`config.mk`:
```
export PLATFORM = sky130hd
export DESIGN_NAME = core_mac_seq
export DESIGN_NICKNAME = d
export VERILOG_FILES = /design/src/rtl/core_mac_seq_pkg.sv /design/src/rtl/core_wfetch.sv /design/src/rtl/core_mac_seq.sv
export SDC_FILE = /design/constraint.sdc
export NUM_CORES = 1
export LEC_CHECK = 0
export BUFFER_PORTS_ARGS = -buffer_cell sky130_fd_sc_hd__buf_2
export CORE_MARGIN = 5
export CORE_UTILIZATION = 40
export DETAILED_ROUTE_END_ITERATION = 10
export GPL_TIMING_DRIVEN = 0
export PLACE_DENSITY_LB_ADDON = 0.12
export SLEW_MARGIN = 10
export SYNTH_ARGS = -nofsm -noshare
export SYNTH_HDL_FRONTEND = slang
export SYNTH_SLANG_ARGS = --single-unit
```
`constraint.sdc`:
```
create_clock -name clk -period 4 [get_ports clk]
set_input_delay 0.4 -clock clk [delete_from_list [all_inputs] [get_ports clk]]
set_output_delay 0.4 -clock clk [all_outputs]
set_load 0.02 [all_outputs]
```
`src/rtl/core_mac_seq_pkg.sv`:
```
// -----------------------------------------------------------------------------
// core_mac_seq_pkg
// Shared constants and types for the per-core MAC operand sequencer.
//   CORE_GBUS_ADDR : default core memory address width
//   CORE_CDATA_BIT : default width of the beats-per-row count
//   CORE_ROW_BIT   : default width of the rows-per-pass count
//   seq_state_e    : sequencer state encoding
// -----------------------------------------------------------------------------
package core_mac_seq_pkg;

    localparam int CORE_GBUS_ADDR = 12;
    localparam int CORE_CDATA_BIT = 8;
    localparam int CORE_ROW_BIT   = 8;

    typedef enum logic [2:0] {
        IDLE  = 3'd0,
        ARM   = 3'd1,
        RUN   = 3'd2,
        DRAIN = 3'd3,
        DONE  = 3'd4
    } seq_state_e;

    // Total weight words fetched for one pass (beats per row times rows).
    function automatic logic [CORE_CDATA_BIT+CORE_ROW_BIT-1:0] pass_words(
        input logic [CORE_CDATA_BIT-1:0] acc_num,
        input logic [CORE_ROW_BIT-1:0]   row_num
    );
        return (CORE_CDATA_BIT+CORE_ROW_BIT)'(acc_num)
             * (CORE_CDATA_BIT+CORE_ROW_BIT)'(row_num);
    endfunction

endpackage

```
`src/rtl/core_wfetch.sv`:
```
// -----------------------------------------------------------------------------
// core_wfetch
// Weight prefetch engine: streams acc_num*row_num consecutive words from core
// memory into the local weight buffer, throttled by lbuf_almost_full.
// Ports:
//   clk, rstn            : clock, asynchronous active-low reset
//   load_i               : accepted pass start; loads address and word count
//   active_i             : pass in progress (fetching allowed)
//   cfg_acc_num_i        : beats per row
//   cfg_row_num_i        : rows per pass
//   cfg_wbase_i          : first weight address
//   lbuf_almost_full_i   : lbuf back-pressure
//   cmem_raddr_o         : current fetch address
//   cmem_ren_o           : fetch strobe
// -----------------------------------------------------------------------------
module core_wfetch
    import core_mac_seq_pkg::*;
#(
    parameter int GBUS_ADDR = CORE_GBUS_ADDR,
    parameter int CDATA_BIT = CORE_CDATA_BIT,
    parameter int ROW_BIT   = CORE_ROW_BIT
) (
    input  logic                 clk,
    input  logic                 rstn,
    input  logic                 load_i,
    input  logic                 active_i,
    input  logic [CDATA_BIT-1:0] cfg_acc_num_i,
    input  logic [ROW_BIT-1:0]   cfg_row_num_i,
    input  logic [GBUS_ADDR-1:0] cfg_wbase_i,
    input  logic                 lbuf_almost_full_i,
    output logic [GBUS_ADDR-1:0] cmem_raddr_o,
    output logic                 cmem_ren_o
);

    localparam int REM_W = CDATA_BIT + ROW_BIT;

    logic [REM_W-1:0]     remain_q, remain_d;
    logic [GBUS_ADDR-1:0] raddr_q, raddr_d;
    logic                 fetch;

    // almost_full still leaves two free entries, so a word already in flight
    // from core memory always has room when it lands.
    assign fetch = active_i && (remain_q != '0) && !lbuf_almost_full_i;

    always_comb begin
        remain_d = remain_q;
        raddr_d  = raddr_q;
        if (load_i) begin
            remain_d = REM_W'(cfg_acc_num_i) * REM_W'(cfg_row_num_i);
            raddr_d  = cfg_wbase_i;
        end else if (fetch) begin
            remain_d = remain_q - REM_W'(1);
            // Address wraps naturally modulo 2^GBUS_ADDR.
            raddr_d  = raddr_q + GBUS_ADDR'(1);
        end
    end

    always_ff @(posedge clk or negedge rstn) begin
        if (!rstn) begin
            remain_q <= '0;
            raddr_q  <= '0;
        end else begin
            remain_q <= remain_d;
            raddr_q  <= raddr_d;
        end
    end

    assign cmem_raddr_o = raddr_q;
    assign cmem_ren_o   = fetch;

endmodule

```
`src/rtl/core_mac_seq.sv`:
```
// -----------------------------------------------------------------------------
// core_mac_seq
// Per-core operand sequencer for one matrix-vector pass. Prefetches weights
// into lbuf, issues paired lbuf/abuf reads into the MAC one beat per cycle,
// replays the activation vector through the abuf reuse pointer for every row
// but the last, counts accumulator results and pulses done at the end.
// Ports:
//   clk, rstn                    : clock, asynchronous active-low reset
//   start                        : pass request, honoured only when idle
//   cfg_acc_num/row_num/wbase    : pass configuration, latched on start
//   cmem_raddr, cmem_ren         : weight fetch from core memory
//   lbuf_almost_full, lbuf_empty : weight buffer status
//   lbuf_ren                     : weight buffer read
//   abuf_empty, abuf_reuse_empty : activation buffer status
//   abuf_ren                     : consuming activation read (last row)
//   abuf_reuse_ren               : replay activation read (other rows)
//   abuf_reuse_rst               : rewind reuse pointer to normal pointer
//   acc_odata_valid              : one row result produced
//   busy, done                   : pass status
// -----------------------------------------------------------------------------
module core_mac_seq
    import core_mac_seq_pkg::*;
#(
    parameter int GBUS_ADDR = CORE_GBUS_ADDR,
    parameter int CDATA_BIT = CORE_CDATA_BIT,
    parameter int ROW_BIT   = CORE_ROW_BIT
) (
    input  logic                 clk,
    input  logic                 rstn,
    input  logic                 start,
    input  logic [CDATA_BIT-1:0] cfg_acc_num,
    input  logic [ROW_BIT-1:0]   cfg_row_num,
    input  logic [GBUS_ADDR-1:0] cfg_wbase,
    output logic [GBUS_ADDR-1:0] cmem_raddr,
    output logic                 cmem_ren,
    input  logic                 lbuf_almost_full,
    input  logic                 lbuf_empty,
    output logic                 lbuf_ren,
    input  logic                 abuf_empty,
    input  logic                 abuf_reuse_empty,
    output logic                 abuf_ren,
    output logic                 abuf_reuse_ren,
    output logic                 abuf_reuse_rst,
    input  logic                 acc_odata_valid,
    output logic                 busy,
    output logic                 done
);

    seq_state_e           state_q;
    logic [CDATA_BIT-1:0] acc_num_q;
    logic [CDATA_BIT-1:0] beat_q;
    logic [ROW_BIT-1:0]   row_num_q;
    logic [ROW_BIT-1:0]   row_q;
    logic [ROW_BIT-1:0]   out_cnt_q, out_cnt_d;
    logic                 busy_q;
    logic                 done_q;
    logic                 reuse_rst_q;

    logic start_ok;
    logic cfg_zero;
    logic last_row;
    logic next_row_replays;
    logic fire;
    logic beat_last;
    logic out_evt;

    assign start_ok  = start && (state_q == IDLE);
    assign cfg_zero  = (cfg_acc_num == '0) || (cfg_row_num == '0);
    assign last_row  = (row_q == (row_num_q - ROW_BIT'(1)));
    // Row about to be entered from a RUN row end is not the last one.
    assign next_row_replays = ((row_q + ROW_BIT'(1)) != (row_num_q - ROW_BIT'(1)));
    assign beat_last = (beat_q == (acc_num_q - CDATA_BIT'(1)));

    // Non-last rows read through the reuse pointer so the activation vector
    // stays in abuf; only the last row consumes it.
    assign fire = (state_q == RUN) && !lbuf_empty &&
                  (last_row ? !abuf_empty : !abuf_reuse_empty);

    assign lbuf_ren       = fire;
    assign abuf_ren       = fire && last_row;
    assign abuf_reuse_ren = fire && !last_row;
    assign abuf_reuse_rst = reuse_rst_q;
    assign busy           = busy_q;
    assign done           = done_q;

    // Result counter saturates at row_num; pulses outside the active states
    // are ignored.
    assign out_evt   = busy_q && acc_odata_valid && (out_cnt_q != row_num_q);
    assign out_cnt_d = out_cnt_q + ROW_BIT'(out_evt);

    always_ff @(posedge clk or negedge rstn) begin
        if (!rstn) begin
            state_q     <= IDLE;
            acc_num_q   <= '0;
            row_num_q   <= '0;
            beat_q      <= '0;
            row_q       <= '0;
            out_cnt_q   <= '0;
            busy_q      <= 1'b0;
            done_q      <= 1'b0;
            reuse_rst_q <= 1'b0;
        end else begin
            done_q      <= 1'b0;
            reuse_rst_q <= 1'b0;
            out_cnt_q   <= out_cnt_d;
            case (state_q)
                IDLE: begin
                    if (start) begin
                        acc_num_q <= cfg_acc_num;
                        row_num_q <= cfg_row_num;
                        beat_q    <= '0;
                        row_q     <= '0;
                        out_cnt_q <= '0;
                        if (cfg_zero) begin
                            state_q <= DONE;
                            done_q  <= 1'b1;
                        end else begin
                            state_q     <= ARM;
                            busy_q      <= 1'b1;
                            reuse_rst_q <= (cfg_row_num > ROW_BIT'(1));
                        end
                    end
                end
                ARM: begin
                    state_q <= RUN;
                end
                RUN: begin
                    if (fire) begin
                        if (beat_last) begin
                            beat_q <= '0;
                            if (last_row) begin
                                state_q <= DRAIN;
                            end else begin
                                row_q       <= row_q + ROW_BIT'(1);
                                state_q     <= ARM;
                                reuse_rst_q <= next_row_replays;
                            end
                        end else begin
                            beat_q <= beat_q + CDATA_BIT'(1);
                        end
                    end
                end
                DRAIN: begin
                    // Uses the updated count so the final pulse ends the
                    // pass in the same cycle it arrives.
                    if (out_cnt_d == row_num_q) begin
                        state_q <= DONE;
                        busy_q  <= 1'b0;
                        done_q  <= 1'b1;
                    end
                end
                DONE: begin
                    state_q <= IDLE;
                end
                default: begin
                    state_q <= IDLE;
                    busy_q  <= 1'b0;
                end
            endcase
        end
    end

    core_wfetch #(
        .GBUS_ADDR (GBUS_ADDR),
        .CDATA_BIT (CDATA_BIT),
        .ROW_BIT   (ROW_BIT)
    ) u_wfetch (
        .clk                (clk),
        .rstn               (rstn),
        .load_i             (start_ok),
        .active_i           (busy_q),
        .cfg_acc_num_i      (cfg_acc_num),
        .cfg_row_num_i      (cfg_row_num),
        .cfg_wbase_i        (cfg_wbase),
        .lbuf_almost_full_i (lbuf_almost_full),
        .cmem_raddr_o       (cmem_raddr),
        .cmem_ren_o         (cmem_ren)
    );

endmodule

```
==> flow_metrics.env <==
export IMPL_end_kind="flip-flop"
export IMPL_peakVddDrop_mv=0.299
export IMPL_routed_via_density=5.32
export IMPL_syn_num_nets=903
export IMPL_status="complete, no violations"
export IMPL_path_class="primary input to flip-flop"
export IMPL_internal_power_uw=2820
export IMPL_fin_crit_sh_pct=98.9
export IMPL_power_leakage_uw=0.00359
export IMPL_required_ns=4.19
export IMPL_antenna_left=0
export IMPL_grt_usage_pct=18.4
export IMPL_startpoint_type="primary input"
export IMPL_htreeDepth=3
export IMPL_synth_xor_area_share_pct=12.0
export IMPL_ys_async_sr_fraction_pct=100
export IMPL_pwr_share_seq_pct=25.8
export IMPL_portBuffers=44
export IMPL_synth_ff_type="dfrtp_1"
export IMPL_fin_setup_tns_ns=0
export IMPL_rsz0062_at_grt="yes"
export IMPL_cts_root_buf="clkbuf_16"
export IMPL_drt_iter0_markers=202
export IMPL_met3_usage_pct=3.49
export IMPL_drive_gt1_share_pct=16.2
export IMPL_crit_path_end="u_wfetch.remain_q[14]"
export IMPL_cp_max_fo=10
export IMPL_grt_pass1_wl_um=30000
export IMPL_drt_total_wl_um=17700
export IMPL_ios=55
export IMPL_power_switching_share_pct=45.6
export IMPL_grt_ovfl_total=0
export IMPL_initial_core_util_pct=41.0
export IMPL_synthMuxAreaShare_pct=1.83
export IMPL_synth_simple_area_share_pct=23.5
export IMPL_ys_types=68
export IMPL_place_area_mm2=0.00760
export IMPL_max_cap_viol_count=0
export IMPL_drv_slew=0
export IMPL_fp_coreArea_mm2=0.0167
export IMPL_synth_ff_latch_count=74
export IMPL_final_hold_violation_count=0
export IMPL_yosysSeqAreaShare_pct=27.0
export IMPL_wl_per_cell_um=16.5
export IMPL_netlist_area_mm2=0.00685
export IMPL_synth_warnings=0
export IMPL_dr_pass1_iters=5
export IMPL_rows=47
export IMPL_die_x_um=141
export IMPL_synth_top_family_by_area="simple AND/OR/NAND/NOR gates"
export IMPL_cts_path_max_buffers=2
export IMPL_hpwl_um=13800
export IMPL_relSlewSlack_pct=54.2
export IMPL_r2r_end="busy"
export IMPL_startpoint="cfg_acc_num[0]"
export IMPL_clk_latency_ns=0.34
export IMPL_worst_slack_ns=0.0430
export IMPL_area_delta_synth_final_pct=18.0
export IMPL_finalCriticalPeriod_ns=3.96
export IMPL_cts_tree="yes"
export IMPL_rr_worst_depth=13
export IMPL_grt_pass1_vias=6019
export IMPL_cpMostUsedCell="a21o_1"
export IMPL_drc=0
export IMPL_die_h_um=141
export IMPL_slowest_stage="fa_2"
export IMPL_pre_cts_slack_ns=-0.487
export IMPL_gp_congestion=0.871
export IMPL_grt_busiest_layer="met2"
export IMPL_worst_slew_pin_slew_ns=0.687
export IMPL_worstPathArrival_ns=4.15
export IMPL_numCtsBuffers=9
export IMPL_fin_hold_ws_ns=0.266
export IMPL_n_antenna_cell=0
export IMPL_synth_edf_count=0
export IMPL_fmax_mhz=253
export IMPL_r2r_start="row_num_q[4]"
export IMPL_synth_adder_area_share_pct=18.6
export IMPL_path_clk_slew_ns=0.06
export IMPL_vias=5711
export IMPL_r2r_slack_ns=0.39
export IMPL_fillCellCount=1639
export IMPL_combPwrFrac_pct=59.5
export IMPL_hold_path_class="primary input to flip-flop"
export IMPL_use_met1_pct=23.6
export IMPL_grtUsageMet2_pct=31.6
export IMPL_synth_compound_area_share_pct=11.2
export IMPL_grt_max_degree=62
export IMPL_setup_viol=0
export IMPL_die_area_mm2=0.0199
export IMPL_syn_inst=787
export IMPL_pwr_density_cell_mw_per_mm2=642
export IMPL_fin_skew_ns=0.00951
export IMPL_cp_cell_sequence="buf_8 > and2_1 > ha_2 > fa_1 > ha_4 > inv_2 > fa_2 > inv_1 > ha_1 > a21o_1 > a21o_1 > a2111oi_4 > o31ai_4 > o41a_1 > xnor2_2 > mux2i_1"
export IMPL_clock_sinks=74
export IMPL_fin_util_pct=48.4
export IMPL_clockPowerShare_pct=14.7
export IMPL_layout_nets=965
export IMPL_max_stage_delay_ns=0.54
export IMPL_postLayoutCellArea_mm2=0.00809
export IMPL_antenna_found_initial=0
export IMPL_syn_area_per_cell_um2=8.71
export IMPL_net_switching_power_uw=2360
worst min-delay path by stage:
stage / from / to / depth (start not counted)
after detailed placement: rstn / beat_q[3] / 1
after CTS: cfg_wbase[4] / u_wfetch.cmem_raddr_o[4] / 3
after global placement: state_q[2] / state_q[2] / 1
after global routing: cfg_wbase[2] / u_wfetch.cmem_raddr_o[2] / 3
after floorplan: rstn / abuf_reuse_rst / 0
final: cfg_wbase[2] / u_wfetch.cmem_raddr_o[2] / 3
cell families after synthesis:
family                     after synthesis
and+or+nand+nor                        317
AOI/OAI and AO/OA                      110
buffers and inverters                  103
xor gates and xnor gates                91
adders and majority gates               80
DFF                                     74
muxes                                   12
cell type report:
class | count | area, um2 | area share (%)
Clock inverter | 5 | 31.3 | 0.387
Sequential cell | 74 | 1850 | 22.9
Inverter | 66 | 248 | 3.06
Buffer | 37 | 275 | 3.40
Multi-Input combinational cell | 610 | 4830 | 59.8
Clock buffer | 10 | 239 | 2.96
Tap cell | 220 | 275 | 3.40
Timing Repair Buffer | 51 | 330 | 4.09
power groups by stage:
stage	sequential, uW	combinational, uW	clock, uW
after floorplan	1350	2210	0
after global placement	1330	2890	0
after detailed placement	1350	2930	0
after CTS	1340	2960	788
after global routing	1380	3450	819
final	1340	3080	765
worst max-delay path: cells and delay by family:
| kind | cells | cell delay, ns |
|---|---|---|
| fa+ha+maj | 5 | 1.77 |
| compound gates | 5 | 1.33 |
| buf+inv | 3 | 0.20 |
| xor+xnor | 1 | 0.20 |
| simple gates | 1 | 0.16 |
| mux | 1 | 0.09 |
what timing repair did:
item | in CTS | in global routing
endpoints found under the hold margin | 13 | 0
buffers inserted | 0 | 5
pin swaps | 5 | 25
cloned | 0 | 0
resized for setup | 8 | 44
endpoints found under the setup margin | 3 | 10
hold buffers | 1 | 0
per-stage QoR:
step	std cells	power [uW]
finish	1073	5190
global route	1073	5650
detailed placement	1052	4280
CTS	1068	5080
floorplan	787	3560
global placement	1051	4220
cells in the final DEF (no fill, tap or decap), drive strengths merged, types with 5 or more instances in the layout:
cell    instances
fa             36
nor3           21
mux2i          11
nor2           40
nand3          32
xnor2          49
and3           11
ha             44
nor2b          10
or3             5
o211ai          5
and2           56
buf            64
clkbuf         33
or4             7
o21ai          36
o31ai           9
a21oi          16
nand4           5
dfrtp          74
nand2         102
nor4           13
inv            66
xor2           40
flip-flops by register name (all words and copies together) (netlist names):
name	count
abuf_reuse_rst	1
out_cnt_q	8
done	1
row_num_q	8
u_wfetch.remain_q	16
row_q	8
acc_num_q	8
busy	1
beat_q	8
state_q	3
u_wfetch.cmem_raddr_o	12
metal layers:
metal | wire (um) | part of all wire [%]
met1 | 7850 | 44
met2 | 8970 | 51
met5 | 0 | 0
met3 | 641 | 3.6
met4 | 280 | 1.6
cells in the mapped netlist, types with 29 or more instances:
cell type,count,area share [%]
nand2_1,102,5.6
dfrtp_1,74,27
inv_1,66,3.6
and2_1,56,5.1
xnor2_1,49,6.3
ha_1,44,8.0
xor2_1,40,5.1
nor2_1,39,2.1
fa_1,36,11
nand3_1,32,2.3
clkbuf_1,30,1.6
o21ai_0,29,2.1
Power figures use the tool's default switching activity.
